--- config.mk ---
export PLATFORM = sky130hd
export DESIGN_NAME = instr_encoder
export DESIGN_NICKNAME = d
export VERILOG_FILES = /design/src/rtl/instr_encoder.sv
export SDC_FILE = /design/constraint.sdc
export NUM_CORES = 1
export LEC_CHECK = 0
export ABC_AREA = 1
export CORE_UTILIZATION = 25
export DETAILED_ROUTE_END_ITERATION = 8
export GPL_ROUTABILITY_DRIVEN = 1
export GPL_TIMING_DRIVEN = 0
export PLACE_DENSITY_LB_ADDON = 0.15
export SYNTH_ARGS = -nofsm -noshare
export SYNTH_HDL_FRONTEND = slang
export SYNTH_SLANG_ARGS = --single-unit
--- constraint.sdc ---
create_clock -name clk -period 3.37 [get_ports clk]
set_input_delay 0.5055 -clock clk [delete_from_list [all_inputs] [get_ports clk]]
set_output_delay 0.5055 -clock clk [all_outputs]
set_load 0.02 [all_outputs]
--- src/rtl/instr_encoder.sv ---
// ---------------------------------------------------------------------------
// instr_encoder
//
// Turns field-level RV32I instruction descriptors into 32-bit machine words
// and streams them into instruction memory at consecutive word addresses.
// The boot/test loader uses it to fill instruction memory before the core is
// released from reset.
//
// Supported classes (in_class):
//   0 = R-type  (0110011)    1 = I-type addi class (0010011)
//   2 = LOAD    (0000011)    3 = STORE (0100011)
//   4 = BRANCH  (1100011)    5..7 = illegal, descriptor dropped
//
// Ports:
//   clk, rst            clock, asynchronous active-high reset
//   start               begin a new program (only from IDLE or DONE)
//   in_valid/in_ready   descriptor handshake
//   in_class .. in_imm  descriptor fields, in_last marks the final descriptor
//   imem_we/addr/wdata  registered write request toward instruction memory
//   imem_ready          memory accepts the pending write this cycle
//   busy, done          state is RUN / DONE
//   err, err_code       sticky error flag and first error cause
//                       (1 = illegal class, 2 = immediate range, 3 = overflow)
//   count               words written since the last start
// ---------------------------------------------------------------------------
module instr_encoder #(
    parameter int                ADDR_W    = 10,
    parameter logic [ADDR_W-1:0] BASE_ADDR = '0
) (
    input  logic              clk,
    input  logic              rst,
    input  logic              start,
    input  logic              in_valid,
    output logic              in_ready,
    input  logic [2:0]        in_class,
    input  logic [2:0]        in_funct3,
    input  logic [6:0]        in_funct7,
    input  logic [4:0]        in_rd,
    input  logic [4:0]        in_rs1,
    input  logic [4:0]        in_rs2,
    input  logic [12:0]       in_imm,
    input  logic              in_last,
    output logic              imem_we,
    output logic [ADDR_W-1:0] imem_addr,
    output logic [31:0]       imem_wdata,
    input  logic              imem_ready,
    output logic              busy,
    output logic              done,
    output logic              err,
    output logic [1:0]        err_code,
    output logic [ADDR_W:0]   count
);

    typedef enum logic [1:0] {
        IDLE = 2'd0,
        RUN  = 2'd1,
        DONE = 2'd2
    } state_t;

    localparam logic [6:0] OP_R      = 7'b0110011;
    localparam logic [6:0] OP_I      = 7'b0010011;
    localparam logic [6:0] OP_LOAD   = 7'b0000011;
    localparam logic [6:0] OP_STORE  = 7'b0100011;
    localparam logic [6:0] OP_BRANCH = 7'b1100011;

    localparam logic [1:0] ERR_CLASS    = 2'd1;
    localparam logic [1:0] ERR_IMM      = 2'd2;
    localparam logic [1:0] ERR_OVERFLOW = 2'd3;

    // Number of words the memory can hold; one extra bit so that the sum of
    // count and a pending write never wraps.
    localparam logic [ADDR_W+1:0] CAPACITY = (ADDR_W + 2)'(1) << ADDR_W;

    state_t            state;
    logic              last_taken;
    logic [31:0]       enc_word;
    logic              class_ok;
    logic              imm_ok;
    logic              overflow;
    logic              accept;
    logic              write_done;
    logic              reject;
    logic [1:0]        reject_code;
    logic [ADDR_W+1:0] committed;

    // Handshake and status decode. Once the final descriptor is taken the
    // encoder stops accepting until the next start.
    assign in_ready   = (state == RUN) && !last_taken && (!imem_we || imem_ready);
    assign accept     = in_valid && in_ready;
    assign write_done = imem_we && imem_ready;
    assign busy       = (state == RUN);
    assign done       = (state == DONE);

    // Words already written plus the one sitting in the output register. The
    // pending word is counted so that a descriptor accepted back-to-back with
    // the final completing write cannot slip past the end of memory.
    assign committed = {1'b0, count} + (ADDR_W + 2)'(imem_we);
    assign overflow  = (committed >= CAPACITY);

    // Field packing per instruction format together with the legality checks
    // on class and immediate. I, LOAD and STORE need a 12-bit signed value,
    // i.e. imm[12] must be a copy of imm[11]; BRANCH offsets must be even.
    always_comb begin
        enc_word = '0;
        class_ok = 1'b1;
        imm_ok   = 1'b1;
        case (in_class)
            3'd0: begin
                enc_word = {in_funct7, in_rs2, in_rs1, in_funct3, in_rd, OP_R};
            end
            3'd1: begin
                enc_word = {in_imm[11:0], in_rs1, in_funct3, in_rd, OP_I};
                imm_ok   = (in_imm[12] == in_imm[11]);
            end
            3'd2: begin
                enc_word = {in_imm[11:0], in_rs1, in_funct3, in_rd, OP_LOAD};
                imm_ok   = (in_imm[12] == in_imm[11]);
            end
            3'd3: begin
                enc_word = {in_imm[11:5], in_rs2, in_rs1, in_funct3,
                            in_imm[4:0], OP_STORE};
                imm_ok   = (in_imm[12] == in_imm[11]);
            end
            3'd4: begin
                enc_word = {in_imm[12], in_imm[10:5], in_rs2, in_rs1, in_funct3,
                            in_imm[4:1], in_imm[11], OP_BRANCH};
                imm_ok   = !in_imm[0];
            end
            default: begin
                class_ok = 1'b0;
            end
        endcase
    end

    // Rejection cause, with overflow taking precedence over class and class
    // over the immediate check.
    always_comb begin
        reject      = overflow || !class_ok || !imm_ok;
        reject_code = ERR_IMM;
        if (overflow) begin
            reject_code = ERR_OVERFLOW;
        end else if (!class_ok) begin
            reject_code = ERR_CLASS;
        end
    end

    // Control FSM plus the one-entry output register. The address register
    // always points at the next free word, so a word loaded in the same cycle
    // a write completes automatically picks up the incremented address.
    // A program ends when the last word's write completes, or one cycle after
    // the last descriptor was taken if that descriptor was dropped.
    always_ff @(posedge clk or posedge rst) begin
        if (rst) begin
            state      <= IDLE;
            last_taken <= 1'b0;
            imem_we    <= 1'b0;
            imem_addr  <= BASE_ADDR;
            imem_wdata <= '0;
            err        <= 1'b0;
            err_code   <= '0;
            count      <= '0;
        end else begin
            case (state)
                IDLE, DONE: begin
                    if (start) begin
                        state      <= RUN;
                        last_taken <= 1'b0;
                        imem_we    <= 1'b0;
                        imem_addr  <= BASE_ADDR;
                        err        <= 1'b0;
                        err_code   <= '0;
                        count      <= '0;
                    end
                end
                RUN: begin
                    if (write_done) begin
                        count     <= count + (ADDR_W + 1)'(1);
                        imem_addr <= imem_addr + ADDR_W'(1);
                        imem_we   <= 1'b0;
                    end
                    if (accept) begin
                        if (in_last) begin
                            last_taken <= 1'b1;
                        end
                        if (reject) begin
                            err <= 1'b1;
                            if (!err) begin
                                err_code <= reject_code;
                            end
                        end else begin
                            imem_we    <= 1'b1;
                            imem_wdata <= enc_word;
                        end
                    end
                    if (last_taken && (!imem_we || imem_ready)) begin
                        state <= DONE;
                    end
                end
                default: begin
                    state <= IDLE;
                end
            endcase
        end
    end

endmodule

==> qor.yml <==
global_route:
  grt_pass1_vias: 2942
  grt_overflow: 0
  grt_pass1_wl_mm: 14.2
  antenna_found_initial: 0
  grt_max_degree: 39
  groute.usage.overall_pct: 14.7
clock_tree:
  cts_num_sinks: 57
  clk_path_buf_depth: 2
  clock_latency_ns: 0.33
  cts.htree.levels: 3
  clkSlewWorstSetupHoldPaths_ns: 0.05
  post_cts_buffers: 0
  cts_resized: 0
  postCtsHoldBufs: 0
  clock-root-buffer: "clkbuf_16"
  cts_inserted_buffers: 9
  cts_tree: "built"
power_and_ir_drop:
  power.density_mw_per_mm2: 686
  power.total_w: 0.00308
  peakVddDrop_uv: 391
  p_leak_nw: 2.10
yosys:
  ys_ff_latch: 57
  netlist_instances: 388
  synth_area_mm2: 0.00298
  synth_top_area_share_pct: 47.9
  synth_cell_type_count: 32
  yosysWarnings: 0
  seq_area_frac_synth_pct: 47.9
  synth_largest_area_cell: "dfrtp_1"
  avgSynthCellArea_um2: 7.67
  yosys-top-cells-area: "dfrtp_1, nand2_1, inv_1"
critical_path:
  critPathLaunchType: "input pin"
  r2r_slack_ns: 1.28
  end_kind: "primary output"
  crit_arrival_ns: 1.90
  worstReg2RegStart: "count[0]"
  r2r-end: "imem_wdata[25]"
  critical_path_class: "input pin to primary output"
  cp_data_required_time_ns: 2.86
  r2r_cells: 14
  worstPathMaxFanout: 2
sta:
  final.setup.tns_ns: 0
  final-hold-violation-count: 0
  finalClockSkew_ns: 0.00461
  worstMarginPinSlew_ns: 0.549
  min_period_ns: 2.41
  final.period_utilization_pct: 71.4
  setup_viol: 0
  slew_headroom_pct: 63.3
  drv_slew: 0
  fmax_ghz: 0.415
  rsz0062_at_grt: "false"
layout:
  n_antenna_cell: 0
  drive_gt1_share_pct: 8.45
  area_growth_syn_to_layout_pct: 50.7
  fin_nets: 555
hold_path:
  hold_class: "flop to flop"
  min_from: "imem_wdata[7]"
  holdPathStages: 2
  hold_path_end: "imem_wdata[7]"
detailed_routing:
  antenna_left: 0
  routed_wl_mm: 8.31
  detail_route.vias_per_cell: 4.44
  firstDrtPassIters: 6
  drc: 11
  drtIter0Drc: 120
  vias: 2896
  wl_per_cell_um: 12.7
placed_design:
  portBuffers: 103
  dpl.hpwl_mm: 6.35
  gp_congestion: 0.796
floorplanning:
  core-area_mm2: 0.0115
  initial_core_util_pct: 25.9
  rows: 39
  die-area_mm2: 0.0124
  ios: 107
  die_h_um: 111
  chipWidth_um: 111
flow_run:
  maxCapViolations: 0
outcome:
  violations: "design-rule violations"
  status: "finished with violations"
## power by group
group	internal, W	switching (W)	total [W]
Combinational	0.000545	0.000667	0.00121
Clock	0.000533	0.000311	0.000845
Sequential	0.000885	0.000135	0.00102
Total	0.00196	0.00111	0.00308
## how the worst max path moves through the flow
| stage | start | to | slack [ns] |
|---|---|---|---|
| after floorplan | count[0] | imem_wdata[10] | 1.43 |
| after global placement | rst | imem_wdata[26] | 0.18 |
| after detailed placement | imem_ready | in_ready | 0.94 |
| after CTS | imem_ready | in_ready | 0.93 |
| after global routing | imem_ready | in_ready | 0.89 |
| final | imem_ready | in_ready | 0.96 |
## state kept, by name, summed over array words and instances, names as in the netlist
register	flops
err	1
count	11
state	2
err_code	2
imem_we	1
imem_wdata	29
last_taken	1
imem_addr	10
## Yosys cell counts (all sizes together)
master,count
nor3,15
nor2,27
nor4,2
nand2,151
ha,4
dfrtp,57
inv,42
buf,9
o31ai,3
or2,1
a31o,1
clkbuf,2
o21a,1
o21ai,23
nand3,23
a31oi,1
conb,1
o211ai,1
a22o,6
nand4,4
a21oi,10
xor2,2
xnor2,2
## cell families after synthesis
group / count (synthesis) / share of synthesized area (%)
DFF: 57 / 47.9
AOI/OAI and AO/OA: 46 / 9.08
adders and majority gates: 4 / 1.68
xor gates and xnor gates: 4 / 1.18
other: 1 / 0.126
buffers and inverters: 53 / 7.90
and+or+nand+nor: 223 / 32.1
## metrics by stage
stage          cells  setup slack, ns  cell area, µm²  hold slack, ns  utilization (%)
6_report         652            0.963            4490           0.468             39.0
5_1_grt          652            0.894            4490           0.489             39.0
4_1_cts          652            0.925            4490           0.475             39.0
3_5_place_dp     636            0.940            4210           0.461             36.6
3_3_place_gp     635            0.178            4190           0.456             36.4
2_1_floorplan    389             1.43            2980           0.492                -
## layer usage
layer / vias to the layer above / track usage, % / share of wire [%]
met3: 8 / 6.29 / 8.3
met2: 84 / 24.4 / 48
met1: 1343 / 16.6 / 42
met5: - / 0 / 0
met4: 0 / 5.50 / 1.6
li1: 1461 / - / -
## critical path, cell delays in order
cell and delay, ns:
clkdlybuf4s50_1 0.50, nor2_1 0.08, nor3_2 0.17, clkdlybuf4s50_1 0.64
## cells in the final DEF, fill, tap and decap left out, types with 3 or more instances in the layout
| cell | count |
|---|---|
| a21oi_1 | 10 |
| a22o_1 | 6 |
| buf_4 | 5 |
| clkbuf_1 | 4 |
| clkbuf_16 | 9 |
| clkdlybuf4s50_1 | 103 |
| clkinv_2 | 3 |
| dfrtp_1 | 57 |
| ha_1 | 4 |
| inv_1 | 36 |
| inv_2 | 6 |
| nand2_1 | 147 |
| nand2_2 | 4 |
| nand3_1 | 22 |
| nand4_1 | 3 |
| nor2_1 | 23 |
| nor3_1 | 14 |
| o21ai_0 | 23 |
| o31ai_1 | 3 |
## layout make-up
| cell class | instances | area, µm² |
|---|---|---|
| Buffer | 11 | 77.6 |
| Clock inverter | 3 | 15.0 |
| Clock buffer | 13 | 260 |
| Inverter | 42 | 158 |
| Timing Repair Buffer | 104 | 1050 |
| Multi-Input combinational cell | 279 | 1320 |
| Tap cell | 143 | 179 |
| Fill cell | 1211 | 7030 |
| Sequential cell | 57 | 1430 |
(Power assumes the default switching activity.)
